$ cat src/rtl/mouse_pkg.sv
// Shared types and constants for the PS/2 mouse byte receiver.
package mouse_pkg;

  typedef enum logic [2:0] {
    IDLE,
    START,
    DATA,
    PARITY,
    STOP,
    DONE
  } state_e;

  localparam int ERR_PARITY             = 0;
  localparam int ERR_STOP               = 1;
  localparam int DEFAULT_TIMEOUT_CYCLES = 50000;

  // PS/2 frames use odd parity: the nine bits must contain an odd number of ones.
  function automatic logic parity_error(input logic [7:0] data, input logic parity_bit);
    return ~(^{data, parity_bit});
  endfunction

endpackage

$ cat src/rtl/ps2_sync_edge.sv
// Synchronises the raw PS/2 clock and data lines and flags each PS/2 clock falling edge.
module ps2_sync_edge #(
  parameter int STAGES = 2
) (
  input  logic clk_i,
  input  logic reset_i,
  input  logic ps2_clk_i,
  input  logic ps2_data_i,
  output logic data_o,
  output logic fall_o
);

  logic [STAGES-1:0] clk_sync_q;
  logic [STAGES-1:0] data_sync_q;
  logic              clk_prev_q;

  // Idle PS/2 lines are high, so all stages reset to 1 to avoid a spurious edge.
  always_ff @(posedge clk_i) begin
    if (reset_i) begin
      clk_sync_q  <= '1;
      data_sync_q <= '1;
      clk_prev_q  <= 1'b1;
    end else begin
      clk_sync_q  <= {clk_sync_q[STAGES-2:0], ps2_clk_i};
      data_sync_q <= {data_sync_q[STAGES-2:0], ps2_data_i};
      clk_prev_q  <= clk_sync_q[STAGES-1];
    end
  end

  assign data_o = data_sync_q[STAGES-1];
  assign fall_o = clk_prev_q & ~clk_sync_q[STAGES-1];

endmodule

$ cat src/rtl/mouse_receiver.sv
// Receives 11-bit PS/2 device frames and presents each byte with its parity/stop error code.
module mouse_receiver
  import mouse_pkg::*;
#(
  parameter int TIMEOUT_CYCLES = DEFAULT_TIMEOUT_CYCLES,
  parameter int SYNC_STAGES    = 2
) (
  input  logic       CLK,
  input  logic       RESET,
  input  logic       CLK_MOUSE_IN,
  input  logic       DATA_MOUSE_IN,
  input  logic       READ_ENABLE,
  output logic [7:0] BYTE_READ,
  output logic [1:0] BYTE_ERROR_CODE,
  output logic       BYTE_READY
);

  localparam int            TW         = $clog2(TIMEOUT_CYCLES);
  localparam logic [TW-1:0] TIMER_LAST = TW'(TIMEOUT_CYCLES - 1);

  state_e        state_q, state_d;
  logic [7:0]    shift_q, shift_d;
  logic [2:0]    bitcnt_q, bitcnt_d;
  logic          par_err_q, par_err_d;
  logic [TW-1:0] timer_q, timer_d;
  logic [7:0]    byte_q, byte_d;
  logic [1:0]    err_q, err_d;
  logic          ps2_data;
  logic          ps2_fall;
  logic          abort;

  ps2_sync_edge #(
    .STAGES (SYNC_STAGES)
  ) u_sync (
    .clk_i      (CLK),
    .reset_i    (RESET),
    .ps2_clk_i  (CLK_MOUSE_IN),
    .ps2_data_i (DATA_MOUSE_IN),
    .data_o     (ps2_data),
    .fall_o     (ps2_fall)
  );

  always_ff @(posedge CLK) begin
    if (RESET) begin
      state_q   <= IDLE;
      shift_q   <= '0;
      bitcnt_q  <= '0;
      par_err_q <= 1'b0;
      timer_q   <= '0;
      byte_q    <= '0;
      err_q     <= '0;
    end else begin
      state_q   <= state_d;
      shift_q   <= shift_d;
      bitcnt_q  <= bitcnt_d;
      par_err_q <= par_err_d;
      timer_q   <= timer_d;
      byte_q    <= byte_d;
      err_q     <= err_d;
    end
  end

  // Aborts are evaluated before the edge so a coinciding edge is dropped.
  always_comb begin
    state_d   = state_q;
    shift_d   = shift_q;
    bitcnt_d  = bitcnt_q;
    par_err_d = par_err_q;
    byte_d    = byte_q;
    err_d     = err_q;
    abort     = (timer_q == TIMER_LAST) || !READ_ENABLE;

    if (state_q == IDLE || ps2_fall) begin
      timer_d = '0;
    end else if (timer_q != {TW{1'b1}}) begin
      timer_d = timer_q + 1'b1;
    end else begin
      timer_d = timer_q;
    end

    case (state_q)
      IDLE: begin
        if (ps2_fall && !ps2_data && READ_ENABLE) begin
          state_d = DATA;
        end
      end
      DATA, PARITY, STOP: begin
        if (abort) begin
          state_d   = IDLE;
          shift_d   = '0;
          bitcnt_d  = '0;
          par_err_d = 1'b0;
        end else if (ps2_fall) begin
          if (state_q == DATA) begin
            shift_d  = {ps2_data, shift_q[7:1]};
            bitcnt_d = bitcnt_q + 3'd1;
            if (bitcnt_q == 3'd7) begin
              state_d = PARITY;
            end
          end else if (state_q == PARITY) begin
            par_err_d = parity_error(shift_q, ps2_data);
            state_d   = STOP;
          end else begin
            byte_d            = shift_q;
            err_d[ERR_PARITY] = par_err_q;
            err_d[ERR_STOP]   = ~ps2_data;
            state_d           = DONE;
          end
        end
      end
      DONE: begin
        state_d   = IDLE;
        shift_d   = '0;
        bitcnt_d  = '0;
        par_err_d = 1'b0;
      end
      default: state_d = IDLE;
    endcase
  end

  always_comb begin
    BYTE_READY      = (state_q == DONE);
    BYTE_READ       = byte_q;
    BYTE_ERROR_CODE = err_q;
  end

endmodule
$ cat config.mk
export PLATFORM = sky130hd
export DESIGN_NAME = mouse_receiver
export DESIGN_NICKNAME = d
export VERILOG_FILES = /design/src/rtl/mouse_pkg.sv /design/src/rtl/ps2_sync_edge.sv /design/src/rtl/mouse_receiver.sv
export SDC_FILE = /design/constraint.sdc
export NUM_CORES = 1
export LEC_CHECK = 0
export CAP_MARGIN = 20
export CORE_MARGIN = 2
export CORE_UTILIZATION = 52
export CTS_CLUSTER_DIAMETER = 50
export DETAILED_ROUTE_END_ITERATION = 8
export PLACE_DENSITY = 0.72
export REMOVE_ABC_BUFFERS = 1
export SLEW_MARGIN = 20
export SYNTH_ARGS = -nofsm -noshare
export SYNTH_HDL_FRONTEND = slang
export SYNTH_SLANG_ARGS = --single-unit
$ cat constraint.sdc
create_clock -name CLK -period 1.85 [get_ports CLK]
set_clock_uncertainty 0.1 [all_clocks]
set_input_delay 0.37 -clock CLK [delete_from_list [all_inputs] [get_ports CLK]]
set_output_delay 0.37 -clock CLK [all_outputs]
set_load 0.05 [all_outputs]
==> results.py, run 1 <==
metrics = {
    "routing": {
        "vias_per_cell": 5.364,
        "vias": 1738,
        "avgRoutedWirePerCell_microns": 13.86,
        "ant_nets": 0,
        "drc_errors": 0,
        "initialDrtViolationCount": 81,
        "drt_first_pass_iters": 4,
        "totalWireLength_microns": 4490,
    },
    "grt": {
        "grt_usage": 0.1916,
        "grt_pass1_wl_microns": 7541,
        "overflow": 0,
        "grt_max_degree": 30,
        "antenna_found_initial": 0,
        "grt_pass1_vias": 1635,
    },
    "logic_synthesis": {
        "syn_inst": 234,
        "synth_cell_types": 49,
        "ys_seq_elements": 46,
        "async_flop_share": 0,
        "synth-edff-count": 0,
        "synth.avg_cell_area_sq_um": 9.518,
        "synth_flop_cell": "dfxtp_1",
        "seq_area_frac_synth": 0.4135,
        "syn_area_sq_um": 2227,
        "ys_warn_count": 0,
    },
    "worst_setup_path": {
        "critPathMaxStageDelay_ns": 0.39,
        "end_kind": "output port",
        "worstSetupStartpointType": "register",
        "worst_ep_required_time_ns": 1.38,
        "worstPathCellList": "nor2b_2 > and2_1 > buf_4 > buf_12",
        "slowest_stage": "dfxtp_2",
        "criticalPathCategory": "reg2out",
        "cp.arrival_ns": 1.31,
        "critPathMaxFanout": 6,
    },
    "floorplan": {
        "core_area_sq_um": 4058,
        "die_w_microns": 69.45,
        "fp.dieH_microns": 69.45,
        "start_util": 0.5489,
        "ios": 16,
        "rows": 23,
        "dieArea_sq_um": 4823,
    },
    "sta": {
        "period_share": 0.9616,
        "final_hold_viol_count": 0,
        "setup_violations": 0,
        "finalWorstSetupSlack_ns": 0.07108,
        "tightest_slew_ns": 0.4745,
        "period_needed_ns": 1.779,
        "slew_headroom": 0.6837,
        "slew_viol_final": 0,
        "timing.fmax_mhz": 562.1,
    },
    "place": {
        "dpl_cell_area_sq_um": 2586,
        "pre_cts_ws_ns": -0.04270,
        "gp_routability_congestion": 0.8034,
        "port_buffers": 15,
        "dp_hpwl_microns": 3155,
    },
    "final_layout": {
        "fin_nets": 283,
        "final_core_util": 0.6839,
        "fin_area_sq_um": 2775,
        "area_delta_synth_final_pct": 24.61,
        "diodes": 0,
        "final_layout_size_suffix_gt1_frac": 0.2774,
    },
    "pwr": {
        "pwr_density_cell_nw_per_um2": 703.4,
        "clockPowerShare": 0.308,
        "switchingPower_uw": 477.2,
        "seq_power_share": 0.533,
        "ir_drop_uv": 440.7,
        "combinationalPowerShare": 0.159,
        "leakagePower_uw": 0.001196,
        "p_sw_frac": 0.2444,
        "internal-power_uw": 1475,
    },
    "clocking": {
        "clk_latency_ns": 0.30,
        "clk_pin_slew_ns": 0.08,
        "cts_tree": "yes",
        "cts.sinks": 46,
        "cts_buffers": 5,
        "htreeDepth": 2,
        "cts_root_buf": "clkbuf_8",
        "cts_buffer_depth": 2,
    },
    "min_path": {
        "min_path_type": "reg2reg",
    },
    "job": {
        "cap_violations": 0,
    },
    "outcome": {
        "status": "completed",
    },
}
## metal layers
| metal | share of wire | global-route usage | routed length (microns) |
|---|---|---|---|
| met1 | 0.49 | 0.2687 | 2212 |
| met2 | 0.46 | 0.2906 | 2044 |
| met4 | 0.014 | 0.06318 | 64 |
| met5 | 0 | 0 | 0 |
| met3 | 0.038 | 0.04506 | 169 |
## repair_timing
| action | 4_1_cts | 5_1_grt |
|---|---|---|
| gates cloned | 1 | 0 |
| setup buffers | 2 | 1 |
| hold buffers | 0 | 0 |
| endpoints found under the setup margin | 3 | 22 |
| pin swaps | 3 | 4 |
| resized for setup | 3 | 13 |
## power by group through the flow
stage          clock network, uW  logic (uW)  registers [uW]
3_3_place_gp                   0         266            1060
5_1_grt                      645         337            1040
6_report                     602         310            1040
2_1_floorplan                  0         167            1060
3_5_place_dp                   0         269            1060
4_1_cts                      616         308            1040
## worst max-delay path, delay by kind of cell (launching register included)
kind / cells / cell delay (ns)
flops: 1 / 0.39
simple gates: 2 / 0.37
buf+inv: 2 / 0.24
## cell type report
class | count | area (sq um)
sequential | 46 | 932.1
timing repair buffer | 45 | 414.1
fill | 320 | 1282
tap | 50 | 62.56
inverter | 3 | 11.26
multi-input combinational | 174 | 1272
clock buffer | 6 | 82.58
## stage by stage
step	total power, uW	setup TNS, ns	hold WS [ns]	instances
final	1952	0	0.3195	324
after global routing	2026	-0.01447	0.3478	324
after CTS	1962	0	0.3205	323
after detailed placement	1329	-0.1436	0.3005	315
after global placement	1326	0	0.2933	315
after floorplan	1223	-1.460	0.2895	223
## path summary, 6_finish.rpt
check | to | cells after the start | slack (ns) | from
setup / recovery | BYTE_READY | 4 | 0.07 | state_q[2]
hold / removal | u_sync.clk_sync_q[1] | 1 | 0.32 | u_sync.clk_sync_q[0]
setup reg to reg | timer_q[10] | 7 | 0.08 | timer_q[11]
hold reg to reg | u_sync.clk_sync_q[1] | 1 | 0.32 | u_sync.clk_sync_q[0]
## cell usage after synthesis, drive strengths merged, types with 6 or more instances
| library cell | instances | area share |
|---|---|---|
| mux2i | 21 | 0.094 |
| a211oi | 7 | 0.028 |
| xnor2 | 16 | 0.063 |
| dfxtp | 46 | 0.41 |
| nor2 | 24 | 0.040 |
| or2 | 8 | 0.024 |
| buf | 6 | 0.021 |
| a21oi | 10 | 0.022 |
| nand2 | 21 | 0.037 |
| nand2b | 16 | 0.045 |
## cells in the final DEF, fill, tap and decap left out, types with 4 or more instances in the layout
cell,n
a211oi_1,5
a21oi_1,10
buf_4,36
clkbuf_8,6
clkdlybuf4s50_1,4
dfxtp_1,39
dfxtp_2,6
mux2i_1,21
nand2_1,20
nand2b_1,16
nand3_1,5
nor2_1,24
nor3_1,5
or2_2,6
xnor2_1,16
## kinds of logic (layout without fill, tap and decap cells)
group | Yosys count | in the layout | share of synthesized area
muxes | 21 | 21 | 0.09438
adders and majority gates | 3 | 3 | 0.01686
AOI/OAI and AO/OA | 30 | 30 | 0.09720
buffers and inverters | 14 | 54 | 0.03483
and+or+nand+nor | 101 | 101 | 0.2624
DFF | 46 | 46 | 0.4135
xor gates and xnor gates | 19 | 19 | 0.08090
## state kept, by name, summed over array words and instances, names as in the netlist, 2 cells and up
register / cells
BYTE_READ: 8
state_q: 3
shift_q: 8
bitcnt_q: 3
timer_q: 16
u_sync.data_sync_q: 2
u_sync.clk_sync_q: 2
BYTE_ERROR_CODE: 2
No activity file was read; power rests on OpenSTA's default activity.
==> run 2: changes to the inputs <==
GPL_TIMING_DRIVEN = 1   (was default)
==> results of run 2 <==
The final DEF is identical to that of run 1; final timing and power are the same.
==> run 3: changes to the inputs <==
CTS_CLUSTER_DIAMETER = 150   (was 50)
==> results of run 3 <==
The final DEF is identical to that of run 1; final timing and power are the same.
==> patch 1 (settings of run 1) <==
`DEFAULT_TIMEOUT_CYCLES`: 50000 -> 200000.
--- a/src/rtl/mouse_pkg.sv
+++ b/src/rtl/mouse_pkg.sv
@@ -12,7 +12,7 @@
 
   localparam int ERR_PARITY             = 0;
   localparam int ERR_STOP               = 1;
-  localparam int DEFAULT_TIMEOUT_CYCLES = 50000;
+  localparam int DEFAULT_TIMEOUT_CYCLES = 200000;
 
   // PS/2 frames use odd parity: the nine bits must contain an odd number of ones.
   function automatic logic parity_error(input logic [7:0] data, input logic parity_bit);
Behaviour: no difference found for any inputs over 10 cycles, from zero or initial values and one cycle with RESET high; that may be too few to reach the edited logic, so the function may still have changed.
==> patch 1 against run 1 <==
- worst setup slack worse by 6.9 ps
- area after synthesis is 0.45% higher
- sequential cell count is 2 higher
- count of clock-buffer cells in the layout stayed put
- design area is 1.4% lower
- wire length is 1.3% higher
- critical endpoint is now bitcnt_q[2]
Power is not compared: it rests on default switching activity, and its combinational part moved more than twofold at a synthesized area within 25%.
==> patch 1: results (changes against run 1) <==
** GRT
- The met1 routing resource usage after global routing was 28.6% (+1.7 points).
- Pin count of the biggest net entering global routing :: 16 (-47%)
- The via count of the first global-routing pass is 1683 (+2.9%).
- The met2 track demand over resource in global routing came to 30.3% (+1.3 points).
- The all-layer global routing usage came to 20.4% (+1.2 points).
- Global routing usage on met3 :: 3.78% (-0.73 points)
- First-pass GRT wire length :: 8000 µm (+6.0%)

** Yosys
- The multiplexer share of the synthesized area was 5.37% (-4.1 points).
- The post-synthesis compound-gate area fraction is 14.3% (+4.5 points).
- Sequential-to-total area share from yosys stat :: 43.0% (+1.6 points)
- The proportion of netlist area held by the largest area contributor came to 43.0% (+1.6 points).
- Number of register bits inferred by synthesis :: 48 (+4.3%)
- Biggest area contributors in the synthesized netlist :: dfxtp_1 (43%), xnor2_1 (7.8%), mux2i_1 (5.4%)
- Synthesized-area fraction occupied by adder cells :: 1.68% (-0.0075 points)
- Most instantiated cells after synthesis :: dfxtp_1 (48), nor2_1 (28), xnor2_1 (20)
- Xor-xnor portion of the synthesized cell area :: 9.00% (+0.91 points)
- The number of distinct library cells after synthesis was 45 (-8.2%).

** Placed design
- The post-placement setup slack came to -165 ps (-122 ps).
- Detailed Place HPWL :: 3210 µm (+1.7%)
- The weighted congestion reported at the end of routability-driven placement is 0.779 (-3.0%).

** Hold path
- The worst hold path begins at u_sync.data_sync_q[0].
- Endpoint with the worst hold slack :: u_sync.data_sync_q[1]

** Layout
- Inverters, non-clock :: 5 (+2)
- Multi-input gates :: 163 (-6.3%)
- The fraction of area in clock buffers and inverters is 4.44% (+1.5 points).
- Layout filler cell count :: 324 (+1.3%)
- The number of nets in the final layout came to 279 (-1.4%).
- Multi-input combinational cell area :: 1150 µm² (-9.5%)
- Number of non-clock buffers in the layout :: 48 (+6.7%)
- Largest register FFs :: 18 (+2)
- Signal buf overhead :: 15.4% (+0.44 points)

** Route
- Wire length on met1 :: 2250 µm (+1.8%)
- The detailed-routed wire length on met3 came to 146 µm (-14%).
- The via density per instance is 5.57 (+3.9%).
- Sum of met2 wire segment lengths after detailed routing :: 2110 µm (+3.1%)
- Post-Route WL :: 4550 µm (+1.3%)

** Timing
- Maximum achievable frequency :: 560 MHz (-0.39%)
- The worst hold slack was 314 ps (-5.04 ps).

** Setup path
- R2R setup slack :: 60 ps (-20 ps)
- Largest fanout on the critical path :: 11 (+5)
- Category of cells accounting for the largest share of critical-path delay :: simple AND/OR/NAND/NOR gates
- Slowest stage delay, CP :: 360 ps (-30 ps)
- Setup crit start :: timer_q[15]
- Capturing element of the worst setup path :: bitcnt_q[2]
- The number of cells traversed by the worst register-to-register path was 6 (-1).
- R2R Path End :: bitcnt_q[2]

** Outcome
- The run finished with clean final reports.

** CTS
- Number of cells upsized or downsized after cts :: 0 (-3)
- Buffers inserted during post-CTS setup optimization :: 0 (-2)
## patch 1: cell types whose count changed in the layout (fill, tap and decap cells not counted), moves of 3 or more
| cell | delta |
|---|---|
| a211oi_1 | -3 |
| a31oi_1 | +5 |
| a32o_1 | +11 |
| buf_4 | +4 |
| dfxtp_1 | +8 |
| dfxtp_2 | -5 |
| mux2i_1 | -9 |
| nand2_1 | -12 |
| nand2b_1 | -16 |
| nand4_1 | +5 |
| nor2_1 | +4 |
| xnor2_1 | +4 |
## patch 1: logic make-up after synthesis
group | after synthesis
adders and majority gates | 3
and+or+nand+nor | 84
muxes | 12
DFF | 48
buffers and inverters | 19
AOI/OAI and AO/OA | 41
xor gates and xnor gates | 23
## patch 1: stage by stage
stage                     instances  utilization, %  setup TNS [ps]  instance area [µm²]
final                           322            67.4               0                 2740
after CTS                       320            66.5               0                 2700
after detailed placement        312            63.5           -1520                 2570
after global placement          312            63.5           -1360                 2570
after floorplan                 216               -           -4700                 2120
after global routing            322            67.4           -4.60                 2740
==> patch 2 (settings of run 1) <==
Without the edit above. The 6 states of `state_e` get a one-hot encoding in 6 bits.
--- a/src/rtl/mouse_pkg.sv
+++ b/src/rtl/mouse_pkg.sv
@@ -1,13 +1,13 @@
 // Shared types and constants for the PS/2 mouse byte receiver.
 package mouse_pkg;
 
-  typedef enum logic [2:0] {
-    IDLE,
-    START,
-    DATA,
-    PARITY,
-    STOP,
-    DONE
+  typedef enum logic [5:0] {
+    IDLE   = 6'b000001,
+    START  = 6'b000010,
+    DATA   = 6'b000100,
+    PARITY = 6'b001000,
+    STOP   = 6'b010000,
+    DONE   = 6'b100000
   } state_e;
 
   localparam int ERR_PARITY             = 0;
Formal check against the unedited RTL: no difference found for any inputs over 10 cycles, from zero or initial values and one cycle with RESET high; not proved beyond that.
==> patch 2 against run 1 <==
- the run now ends with negative setup slack left
- first-iteration DRC count grew 62%
- non-clock buffer count grew 20
- worst setup slack lost 340 ps
- worst hold slack lost 17 ps
- area after synthesis grew 2.7%
- sequential cell count grew 2
- design area grew 11%
- wire length grew 13%
- critical path type is now reg -> reg
- largest cell class unchanged
Power is not compared: it rests on default switching activity, and its combinational part moved more than twofold at a synthesized area within 25%.
==> patch 2: results (changes against run 1) <==
** Route
- First DRT Iteration DRCs :: 131 (+62%)
- Wire length on met1 :: 2410 µm (+8.8%)
- Routed via count :: 1909 (+9.8%)
- Post-Route WL :: 5090 µm (+13%)
- The detailed-routed wire length on met3 is 174 µm (+3.0%).
- Sum of met2 wire segment lengths after detailed routing :: 2450 µm (+20%)

** Setup path
- Cell type of the slowest stage on the worst timing path :: or4_4
- The highest fanout seen on the critical path came to 4 (-2).
- The worst register-to-register path begins at timer_q[4].
- The peak per-stage delay on the critical path came to 540 ps (+150 ps).
- Category of cells accounting for the largest share of critical-path delay :: compound AO/OA/AOI/OAI gates
- The endpoint arrival time on the critical path came to 2220 ps (+910 ps).

** Outcome
- Result of the run :: finished with violations
- Failing checks :: negative setup slack

** Yosys
- Most common flop cell mapped by yosys :: dfxtp_1
- Synth Instances :: 245 (+4.7%)
- The post-synthesis compound-gate area fraction is 10.8% (+1.1 points).
- Most instantiated cells after synthesis :: dfxtp_1 (48), nor2_1 (28), mux2i_1 (22)
- Sequential-to-total area share from yosys stat :: 42.0% (+0.66 points)
- The number of distinct library cells after synthesis came to 46 (-6.1%).
- Xor-xnor portion of the synthesized cell area :: 8.81% (+0.72 points)
- Biggest area contributors in the synthesized netlist :: dfxtp_1 (42%), mux2i_1 (9.6%), xnor2_1 (7.7%)
- The multiplexer share of the synthesized area came to 9.63% (+0.19 points).
- The warning count from the yosys run came to 0 (unchanged).

** GRT
- The met1 routing resource usage after global routing is 28.5% (+1.7 points).
- Pin count of the biggest net entering global routing :: 33 (+10%)
- First-pass GRT wire length :: 8670 µm (+15%)
- The all-layer global routing usage came to 21.8% (+2.6 points).
- Global routing usage on met3 :: 3.90% (-0.61 points)

** Timing
- The accumulated negative setup slack is -6490 ps (-6490 ps).
- Max_slew headroom :: 67.8% (-0.55 points)
- Worst setup margin :: -273 ps (-344 ps)
- Final hold slack :: 302 ps (-17.1 ps)
- The setup violation total in the final timing report came to 28 (+28).

** CTS
- Buffers inserted during post-CTS setup optimization :: 7 (+5)
- The count of cells resized by post-cts repair is 24 (+21).
- Buffers from clock root to sink, at most :: 2 (unchanged)

** Layout
- The sequential cell count came to 48 (+4.3%).
- Multi-input gates :: 182 (+4.6%)
- Number of non-clock buffers in the layout :: 65 (+44%)
- The share of the final layout cell area in sequential cells came to 31.6% (-2.0 points).
- Fraction of layout instances using a drive strength above 1 :: 33.3% (+5.6 points)
- Fraction of the core area covered by cells at the end of the flow :: 71.5% (+3.1 points)
- The fraction of area in clock buffers and inverters is 4.12% (+1.1 points).
- The area of the multi-input gates came to 1350 µm² (+6.3%).
- # nets final :: 313 (+11%)
- The cell area after layout came to 3070 µm² (+11%).
- The number of clock buffer instances in the layout was 7 (+1).

** Placed design
- Placed cell count :: 341 (+8.3%)
- The post-placement setup slack is -334 ps (-291 ps).
- The weighted congestion reported at the end of routability-driven placement was 0.814 (+1.3%).
- Detailed Place HPWL :: 3240 µm (+2.8%)

** Hold path
- The worst hold path begins at u_sync.data_sync_q[0].
-- patch 2: kinds of logic after synthesis --
family	count (synthesis)
AND/OR/NAND/NOR	103
XOR/XNOR	23
adder cells (fa/ha/maj)	3
flip-flops	48
buffers and inverters	15
multiplexers	22
AO/OA/AOI/OAI	31
-- patch 2: final timing paths --
kind / to / cells after the start
max: state_q[3] / 6
min: u_sync.data_sync_q[1] / 1
max reg2reg: state_q[3] / 6
min reg2reg: u_sync.data_sync_q[1] / 1
-- patch 2: report_power, final --
| part | switching (mW) | leakage [nW] | internal (mW) | total, mW |
|---|---|---|---|---|
| Sequential | 0.00332 | 0.390 | 1.04 | 1.04 |
| Combinational | 0.0359 | 0.816 | 0.0429 | 0.0788 |
| Clock | 0.352 | 0.0645 | 0.477 | 0.829 |
| Total | 0.391 | 1.27 | 1.56 | 1.95 |
